===== src/rtl/pattern_search_pkg.sv =====
// Shared types and reset-time defaults for the serial pattern-search controller.
package pattern_search_pkg;

  typedef enum logic [1:0] {
    StIdle,
    StSearch,
    StReport
  } state_e;

  // Default configuration restored by reset: detect "1010", overlapping, first hit ends search.
  localparam logic [15:0] DefaultPattern = 16'b1010;
  localparam int unsigned DefaultLen     = 4;
  localparam int unsigned DefaultTarget  = 1;

  // A zero length still compares one bit; lengths past the window width use the full window.
  function automatic int unsigned clamp_len(int unsigned len, int unsigned max_len);
    if (len == 0) begin
      return 1;
    end
    if (len > max_len) begin
      return max_len;
    end
    return len;
  endfunction

endpackage


===== src/rtl/pattern_window.sv =====
// Bit history shift register with a fill-depth counter and a length-masked pattern compare.
// The compare looks at the history as it will be once the incoming bit is shifted in, so a
// match is reported in the same cycle the matching bit is offered.
module pattern_window
  import pattern_search_pkg::*;
#(
  parameter int unsigned PatW = 8,
  parameter int unsigned LenW = $clog2(PatW) + 1
) (
  input  logic            clk_i,
  input  logic            rst_ni,
  input  logic            shift_i,
  input  logic            din_i,
  input  logic            clear_i,
  input  logic [LenW-1:0] len_i,
  input  logic [PatW-1:0] pattern_i,
  output logic            match_o
);

  localparam logic [LenW-1:0] DepthMax = LenW'(PatW);

  logic [PatW-1:0] hist_q, hist_d, hist_next, mask;
  logic [LenW-1:0] depth_q, depth_d, depth_next;

  // Next history, saturating depth, and the masked compare against the newest len bits.
  always_comb begin
    hist_next  = {hist_q[PatW-2:0], din_i};
    depth_next = (depth_q == DepthMax) ? DepthMax : depth_q + 1'b1;
    mask       = '0;
    for (int i = 0; i < PatW; i++) begin
      mask[i] = (LenW'(i) < len_i);
    end
    match_o = shift_i && (depth_next >= len_i) &&
              (((hist_next ^ pattern_i) & mask) == '0);

    // A clear on a shifting cycle (non-overlap match) keeps the bit but forgets the depth.
    if (shift_i) begin
      hist_d = hist_next;
    end else if (clear_i) begin
      hist_d = '0;
    end else begin
      hist_d = hist_q;
    end

    if (clear_i) begin
      depth_d = '0;
    end else if (shift_i) begin
      depth_d = depth_next;
    end else begin
      depth_d = depth_q;
    end
  end

  // History and depth registers.
  always_ff @(posedge clk_i or negedge rst_ni) begin
    if (!rst_ni) begin
      hist_q  <= '0;
      depth_q <= '0;
    end else begin
      hist_q  <= hist_d;
      depth_q <= depth_d;
    end
  end

endmodule


===== src/rtl/pattern_search_ctrl.sv =====
// Sequenced pattern-search resource: latches a configuration, runs a search over qualified
// serial bits, counts matches and ends on a match target or a bit-window limit.
module pattern_search_ctrl
  import pattern_search_pkg::*;
#(
  parameter int unsigned PatW = 8,
  parameter int unsigned CntW = 16,
  parameter int unsigned LenW = $clog2(PatW) + 1
) (
  input  logic            clk_i,
  input  logic            rst_ni,
  input  logic            cfg_we_i,
  input  logic [PatW-1:0] cfg_pattern_i,
  input  logic [LenW-1:0] cfg_len_i,
  input  logic            cfg_overlap_i,
  input  logic [CntW-1:0] cfg_window_i,
  input  logic [CntW-1:0] cfg_target_i,
  input  logic            start_i,
  input  logic            abort_i,
  input  logic            din_i,
  input  logic            din_valid_i,
  output logic            busy_o,
  output logic            done_o,
  output logic            hit_o,
  output logic            timeout_o,
  output logic            match_pulse_o,
  output logic [CntW-1:0] match_count_o,
  output logic [CntW-1:0] bit_count_o
);

  localparam logic [PatW-1:0] RstPattern = DefaultPattern[PatW-1:0];
  localparam logic [LenW-1:0] RstLen     = LenW'(DefaultLen);
  localparam logic [CntW-1:0] RstTarget  = CntW'(DefaultTarget);

  state_e          state_q, state_d;
  logic [PatW-1:0] cfg_pattern_q, cfg_pattern_d;
  logic [LenW-1:0] cfg_len_q, cfg_len_d;
  logic            cfg_overlap_q, cfg_overlap_d;
  logic [CntW-1:0] cfg_window_q, cfg_window_d;
  logic [CntW-1:0] cfg_target_q, cfg_target_d;
  logic [CntW-1:0] match_count_q, match_count_d;
  logic [CntW-1:0] bit_count_q, bit_count_d;
  logic            busy_q, busy_d;
  logic            done_q, done_d;
  logic            hit_q, hit_d;
  logic            timeout_q, timeout_d;
  logic            match_pulse_q, match_pulse_d;

  logic            start_go, consume, match, win_clear;
  logic            hit_term, to_term;
  logic [CntW-1:0] bit_cnt_inc, match_cnt_inc;

  // Per-bit events: a bit is consumed only in SEARCH and never on an aborting cycle.
  always_comb begin
    start_go      = (state_q == StIdle) && start_i;
    consume       = (state_q == StSearch) && din_valid_i && !abort_i;
    win_clear     = start_go || (match && !cfg_overlap_q);
    bit_cnt_inc   = (&bit_count_q) ? bit_count_q : bit_count_q + 1'b1;
    match_cnt_inc = (&match_count_q) ? match_count_q : match_count_q + 1'b1;
    hit_term      = match && (match_cnt_inc == cfg_target_q);
    to_term       = (cfg_window_q != '0) && (bit_cnt_inc == cfg_window_q);
  end

  pattern_window #(
    .PatW (PatW),
    .LenW (LenW)
  ) u_window (
    .clk_i     (clk_i),
    .rst_ni    (rst_ni),
    .shift_i   (consume),
    .din_i     (din_i),
    .clear_i   (win_clear),
    .len_i     (cfg_len_q),
    .pattern_i (cfg_pattern_q),
    .match_o   (match)
  );

  // FSM next state, configuration latch, counters and status flags.
  always_comb begin
    state_d       = state_q;
    cfg_pattern_d = cfg_pattern_q;
    cfg_len_d     = cfg_len_q;
    cfg_overlap_d = cfg_overlap_q;
    cfg_window_d  = cfg_window_q;
    cfg_target_d  = cfg_target_q;
    match_count_d = match_count_q;
    bit_count_d   = bit_count_q;
    hit_d         = hit_q;
    timeout_d     = timeout_q;
    done_d        = 1'b0;
    match_pulse_d = 1'b0;

    unique case (state_q)
      StIdle: begin
        // Written before start is acted on, so a same-cycle start sees the new values.
        if (cfg_we_i) begin
          cfg_pattern_d = cfg_pattern_i;
          cfg_len_d     = LenW'(clamp_len(32'(cfg_len_i), PatW));
          cfg_overlap_d = cfg_overlap_i;
          cfg_window_d  = cfg_window_i;
          cfg_target_d  = (cfg_target_i == '0) ? CntW'(1) : cfg_target_i;
        end
        if (start_go) begin
          state_d       = StSearch;
          match_count_d = '0;
          bit_count_d   = '0;
          hit_d         = 1'b0;
          timeout_d     = 1'b0;
        end
      end
      StSearch: begin
        if (abort_i) begin
          state_d = StIdle;
        end else if (consume) begin
          bit_count_d = bit_cnt_inc;
          if (match) begin
            match_count_d = match_cnt_inc;
            match_pulse_d = 1'b1;
          end
          // Reaching the target takes priority over an exhausted window on the same bit.
          if (hit_term) begin
            state_d = StReport;
            hit_d   = 1'b1;
            done_d  = 1'b1;
          end else if (to_term) begin
            state_d   = StReport;
            timeout_d = 1'b1;
            done_d    = 1'b1;
          end
        end
      end
      StReport: begin
        state_d = StIdle;
      end
      default: begin
        state_d = StIdle;
      end
    endcase

    busy_d = (state_d == StSearch);
  end

  // State, configuration and registered outputs.
  always_ff @(posedge clk_i or negedge rst_ni) begin
    if (!rst_ni) begin
      state_q       <= StIdle;
      cfg_pattern_q <= RstPattern;
      cfg_len_q     <= RstLen;
      cfg_overlap_q <= 1'b1;
      cfg_window_q  <= '0;
      cfg_target_q  <= RstTarget;
      match_count_q <= '0;
      bit_count_q   <= '0;
      busy_q        <= 1'b0;
      done_q        <= 1'b0;
      hit_q         <= 1'b0;
      timeout_q     <= 1'b0;
      match_pulse_q <= 1'b0;
    end else begin
      state_q       <= state_d;
      cfg_pattern_q <= cfg_pattern_d;
      cfg_len_q     <= cfg_len_d;
      cfg_overlap_q <= cfg_overlap_d;
      cfg_window_q  <= cfg_window_d;
      cfg_target_q  <= cfg_target_d;
      match_count_q <= match_count_d;
      bit_count_q   <= bit_count_d;
      busy_q        <= busy_d;
      done_q        <= done_d;
      hit_q         <= hit_d;
      timeout_q     <= timeout_d;
      match_pulse_q <= match_pulse_d;
    end
  end

  assign busy_o        = busy_q;
  assign done_o        = done_q;
  assign hit_o         = hit_q;
  assign timeout_o     = timeout_q;
  assign match_pulse_o = match_pulse_q;
  assign match_count_o = match_count_q;
  assign bit_count_o   = bit_count_q;

endmodule


===== config.mk =====
export PLATFORM = sky130hd
export DESIGN_NAME = pattern_search_ctrl
export DESIGN_NICKNAME = d
export VERILOG_FILES = /design/src/rtl/pattern_search_pkg.sv /design/src/rtl/pattern_window.sv /design/src/rtl/pattern_search_ctrl.sv
export SDC_FILE = /design/constraint.sdc
export NUM_CORES = 1
export LEC_CHECK = 0
export CORE_MARGIN = 1
export CORE_UTILIZATION = 57
export CTS_BUF_LIST = sky130_fd_sc_hd__clkbuf_8
export CTS_CLUSTER_SIZE = 28
export DETAILED_ROUTE_END_ITERATION = 8
export PLACE_DENSITY_LB_ADDON = 0.25
export SETUP_SLACK_MARGIN = 0.5
export SYNTH_ARGS = -nofsm -noshare
export SYNTH_HDL_FRONTEND = slang
export SYNTH_HIERARCHICAL = 1
export SYNTH_SLANG_ARGS = --single-unit

===== constraint.sdc =====
create_clock -name clk_i -period 3.1 [get_ports clk_i]
set_input_delay 0.62 -clock clk_i [delete_from_list [all_inputs] [get_ports clk_i]]
set_output_delay 0.62 -clock clk_i [all_outputs]
set_load 0.005 [all_outputs]

Word level (Yosys, flattened, before mapping)
Index checks and enable logic that the tools add are counted.

Register bits after elaboration: 95.

Add/sub/neg operators: 3. $lt $le $gt $ge: 10. Bitwise operators: 2. Multiplexer cells: 52. Equality and inequality tests: 12. Reductions and logical operators: 25.

Operators by type and width (number): 16-bit 2-to-1 mux (9); 16-bit case mux with 2 select lines (2); 16-bit by 1-bit adder with 16-bit output, second input constant (2); 16-bit == test (2); 16-bit AND reduction (2); 1-bit 2-to-1 mux (25); 4-bit 2-to-1 mux (6); 16-bit logical NOT (1); 3-bit by 4-bit less-than comparator with 1-bit output, first input constant (4); 16-bit nonzero test (1); 7-bit 2-to-1 mux (2); 2-bit != test, second input constant (6); 2-bit 2-to-1 mux (5); 5-bit AND reduction (2); 8-bit AND (1); 1-bit logical AND (8); 8-bit logical NOT (1); 1-bit by 4-bit less-than comparator with 1-bit output, first input constant (2); 2-bit by 4-bit less-than comparator with 1-bit output, first input constant (2); 8-bit XOR (1); 6-bit AND reduction (1); 4-bit by 1-bit adder with 4-bit output, second input constant (1); 2-bit by 1-bit == test with 1-bit output, second input constant (2); 4-bit == test, second input constant (1); other kinds (12) (15).

Depth between registers and ports, before layout
Word-level depth: 11. Depth in mapped cells: 15. Gate-level depth less buffers: 15.

Cells and area by module
The synthesis kept the hierarchy.

By module, submodules not included: pattern_search_ctrl (sequential area each 2108.3 um^2, cells an instance 569, area an instance 5292.6 um^2, times used 1); pattern_window (sequential area each 275.3 um^2, cells an instance 75, area an instance 743.2 um^2, times used 1).

Least setup slack after synthesis
Ideal clock, no wire load.

Path kind: input port to flip-flop. From: input port abort_i. To: register u_window.hist_q[0]. Path buffers: 1. Library setup time: 0.121 ns. Data arrival time: 2.654 ns. Stages on the path: 10. Setup slack: 0.325 ns. Cell sequence: nor2_1 > nand3_1 > clkinv_1 > buf_1 > and3_1 > and3_1 > inv_1 > o21ai_0 > nor2_1 > a22o_1.

Word-level cells in the longest chain between the ends: 7. Elaborated cells between the ends (all ways): 8. Classes of those cells: 1 x mux; 7 x reduce/logical.

RTL lines: start: declaration (line pattern_search_ctrl.sv:19) `input logic abort_i,`; 1-bit logical NOT (line pattern_search_ctrl.sv:56) `consume = (state_q == StSearch) && din_valid_i && !abort_i;`; 1-bit logical AND (line pattern_search_ctrl.sv:56); via consume (line pattern_search_ctrl.sv:49) `logic start_go, consume, match, win_clear;`; 1-bit logical AND (2 in a row) (line pattern_window.sv:33) `match_o = shift_i && (depth_next >= len_i) &&`; via match (line pattern_search_ctrl.sv:49); 1-bit logical AND (line pattern_search_ctrl.sv:57) `win_clear = start_go || (match && !cfg_overlap_q);`; 1-bit logical OR (line pattern_search_ctrl.sv:57); via win_clear (line pattern_search_ctrl.sv:49); 2-bit nonzero test (no line); end signal: assignment (line pattern_window.sv:60) `hist_q <= hist_d;`; end: declaration (line pattern_window.sv:22) `logic [PatW-1:0] hist_q, hist_d, hist_next, mask;`.

The timed path passes the listed nets, and every way through them passes these cells. A chain may end at the register's enable or synchronous reset.

Worst setup path after layout
From: register u_window.depth_q[0]. To: register state_q[0].

Word-level cells in the longest chain between the ends: 10. Elaborated cells between the ends (all ways): 11. Classes of those cells: 1 x add/sub; 1 x order compare; 1 x eq/ne; 5 x mux; 3 x reduce/logical.

RTL lines: start: declaration (line pattern_window.sv:23) `logic [LenW-1:0] depth_q, depth_d, depth_next;`; start signal: assignment (line pattern_window.sv:61) `depth_q <= depth_d;`; 4-bit by 1-bit adder with 4-bit output / 4-bit == test (equally long branches) (line pattern_window.sv:28) `depth_next = (depth_q == DepthMax) ? DepthMax : depth_q + 1'b1;`; 4-bit 2-to-1 mux * (line pattern_window.sv:28); 4-bit >= comparator * (line pattern_window.sv:33); 1-bit logical AND * (2 in a row) (line pattern_window.sv:33); via match (line pattern_search_ctrl.sv:49); 1-bit logical AND * (line pattern_search_ctrl.sv:60) `hit_term = match && (match_cnt_inc == cfg_target_q);`; 2-bit 2-to-1 mux * (line pattern_search_ctrl.sv:121) `if (hit_term) begin`; 2-bit 2-to-1 mux * (line pattern_search_ctrl.sv:114) `end else if (consume) begin`; 2-bit 2-to-1 mux * (line pattern_search_ctrl.sv:112) `if (abort_i) begin`; 2-bit case mux with 2 select lines * (line pattern_search_ctrl.sv:93) `unique case (state_q)`; via state_d[0] (line pattern_search_ctrl.sv:35) `state_e state_q, state_d;`; end signal: assignment (line pattern_search_ctrl.sv:146) `state_q <= StIdle;`; end signal: assignment (line pattern_search_ctrl.sv:160) `state_q <= state_d;`; end: declaration (line pattern_search_ctrl.sv:35).

The timed path passes the listed nets; every way through them passes the cells marked *.

==> results.md <==
* Count of state elements after synthesis at 95
* Synth Area in Simple Gates at 22.8%
* Switching part of the total at 34.7%
* Fin crit period at 2.93 ns
* Cell with the most instances after synthesis: dfrtp_1
* Worst-margin pin slew at 0.667 ns
* DRT iter0 DRCs at 427
* Crit path launch: u_window/depth_q[0]
* Routed vias at 5,733
* Number of flops mapped to enable cells by yosys at 0
* H-tree depth at 3
* Async SR Flop Fraction at 100%
* Critical path's slowest cell: dfrtp_1
* Crit Path Category: flip-flop to flip-flop
* Die height at 105 um
* Worst-Skew Late Latency at 0.38 ns
* Starting density of the core at 58.7%
* Ys flop type: dfrtp_1
* Clock Skew at 0.0134 ns
* Post-route ant nets at 0
* Worst path most repeated cell: ha_4
* Post-synthesis compound-gate area fraction at 16.0%
* Core area at 0.0103 mm^2
* DR DRC count at 0
* Pwr Density at 486 mW/mm^2
* Initial antenna violation count at 0
* Largest cells by area after synthesis: dfrtp_1 (37%), mux2_2 (8.2%), xnor2_1 (3.8%)
* Buffers added on ports at 88
* Worst setup SP type: flip-flop
* Deepest clock path buffer count at 2
* Cell Int Power at 0.00246 W
* YS warnings at 6
* Setup repair after global routing missed its margin: true
* Worst EP arrival at 3.18 ns
* CP peak stage delay at 0.42 ns
* Std-Cell Rows at 37
* Clk slew on worst S/H paths at 0.10 ns
* Final instance area at 0.00774 mm^2
* Synth cell types at 67
* Vias in the first global route at 5,769
* Post-synth top area share at 37.3%
* CTS tree: built
* Clock Power Share at 20.9%
* Setup violators final at 0
* Half-perimeter wire length after placement at 12,600 um
* Routed wire per std cell at 20.0 um
* Total wire length at 17,700 um
* Synth Area in XOR/XNOR at 5.80%
* Synth Instances at 644
* Synth Cell Area at 0.00604 mm^2
* Layout area overhead at 28.3%
* N_diodes at 0
* Setup TNS at 0 ns
* Synthesized-area fraction occupied by adder cells at 1.82%
* CP max FO at 3
* Cts hold-fix bufs at 0
* Pre-CTS setup slack at 0.0348 ns
* Worst hold path class: input port to asynchronous set/reset pin
* Vias per Instance at 6.46
* Ports at 89
* Switch Pwr at 0.00131 W
* Root Driver: clkbuf_8
* Commonest cells in the netlist: dfrtp_1 (90), mux2_2 (44), o21ai_0 (44)
* Area after DPL at 0.00710 mm^2
* Syn nets at 704
* Ratio of cells with drive above 1 in the final layout at 22.3%
* Post-route setup slack at 0.170 ns
* Layout Nets at 807
* Reg2reg start: u_window/depth_q[0]
* Drt first pass iters at 5
* Max-slew headroom at 55.1%
* Die area at 0.0110 mm^2
* Achievable Freq at 341 MHz
* CTS Buf Count at 9
* Grt total ovfl at 0
* Max VDD drop at 0.383 mV
* Outcome: complete, no violations
* Multiplexer area fraction after synthesis at 9.54%
* Combinational share of power at 33.7%
* Combinational family with the most area after synthesis: simple AND/OR/NAND/NOR gates
* Die width at 105 um
* Post-synth top area cell: dfrtp_1
* Cells on worst reg2reg path at 14
* CP required at 3.35 ns
* Part of the cycle the worst path needs at 94.5%
* Routability cong. at 0.976
* Pins Over Slew Limit at 0
* Gr usage total at 33.2%
* First-pass GRT wire length at 28,700 um
* Total power at 0.00376 W
* Sequential share of the synthesized area at 39.5%
* Critical path capture point type: flip-flop
* Pleak at 2.97 nW
* Largest net degree at the start of global routing at 50
* Syn Area/Cell at 9.37 um^2
* Worst-path cell chain: buf_6 > ha_4 > mux2_4 > ha_4 > o21a_1 > o22ai_1 > nor3_2 > and3_4 > o21ai_4 > a21oi_2 > nand4b_1 > nor4_4 > or3_1 > o211ai_1
* Clk sinks at 95
* Final Hold Vio Count at 0
* Sequential fraction of design power at 45.4%
* MaxCap Viol Count at 0
==> worst paths after layout <==
kind | endpoint | slack [ns]
max in group asynchronous | cfg_pattern_q[3] | 2.13
worst min register to register | timeout_o | 0.53
min in group clk_i | timeout_o | 0.53
worst min-delay path | cfg_target_q[6] | 0.24
worst max-delay path | state_q[0] | 0.17
worst max register to register | state_q[0] | 0.17
==> layout make-up <==
class                   instances  area, um^2
repair buffers                133        1290
flip-flops and latches         95        2380
multi-input cells             488        3630
inverters                      20        91.3
clock inverters                 6        43.8
clock buffers                  10         138
well taps                     136         170
fillers                       726        2530
==> placed cells by master (no fill, tap or decap), types with 26 or more instances in the layout <==
cell type	instances
o21ai_0	28
xnor2_1	26
nand3_1	28
clkdlybuf4s50_1	87
dfrtp_1	89
buf_4	34
nor2_1	39
mux2_2	42
a21oi_1	28
nand2_1	36
==> power by group through the flow <==
stage                     sequential [W]  combinational (W)  clock (W)
after floorplan                  0.00165           0.000743          0
after global placement           0.00171            0.00102          0
final                            0.00171            0.00127   0.000788
after global routing             0.00173            0.00136   0.000845
after CTS                        0.00170            0.00120   0.000801
after detailed placement         0.00173            0.00107          0
==> metal layers <==
layer	routed length, um	vias to the layer above	global-route usage [%]
met5	0	-	0
met4	784	0	15.3
met3	1000	60	5.43
met2	8960	267	57.7
met1	6970	2802	40.4
li1	-	2604	-
==> what timing repair did <==
action,in CTS,in global routing
endpoints found under the hold margin,0,0
pin swaps,9,17
endpoints found under the setup margin,32,34
resized for setup,42,40
buffers inserted,17,3
==> metrics by stage <==
stage | hold slack [ns] | cells | util, %
global placement | 0.502 | 852 | 69.1
finish | 0.244 | 888 | 75.3
detailed placement | 0.511 | 852 | 69.1
global route | 0.283 | 888 | 75.3
CTS | 0.260 | 885 | 73.9
floorplan | 0.324 | 644 | -
==> cells by family (layout without fill, tap and decap cells) <==
group / count (synthesis) / count (layout)
and+or+nand+nor: 237 / 237
muxes: 52 / 52
DFF: 95 / 95
AOI/OAI and AO/OA: 150 / 150
adders and majority gates: 9 / 9
buffers and inverters: 61 / 169
xor gates and xnor gates: 40 / 40
==> worst max-delay path, delay by kind of cell (launching register included) <==
| kind | cells | cell delay [ns] |
|---|---|---|
| flip-flops | 1 | 0.42 |
| AO/OA/AOI/OAI | 5 | 0.44 |
| buffers and inverters | 1 | 0.14 |
| adder cells (fa/ha/maj) | 2 | 0.42 |
| multiplexers | 1 | 0.32 |
| AND/OR/NAND/NOR | 5 | 1.05 |
==> registers in the layout, summed over array words and instances (netlist names) <==
name	cells
done_o	1
bit_count_o	16
busy_o	1
cfg_len_q	4
state_q	2
cfg_overlap_q	1
u_window/depth_q	4
match_pulse_o	1
u_window/hist_q	7
cfg_target_q	16
cfg_window_q	16
match_count_o	16
timeout_o	1
cfg_pattern_q	8
hit_o	1
Power figures use the tool's default switching activity.
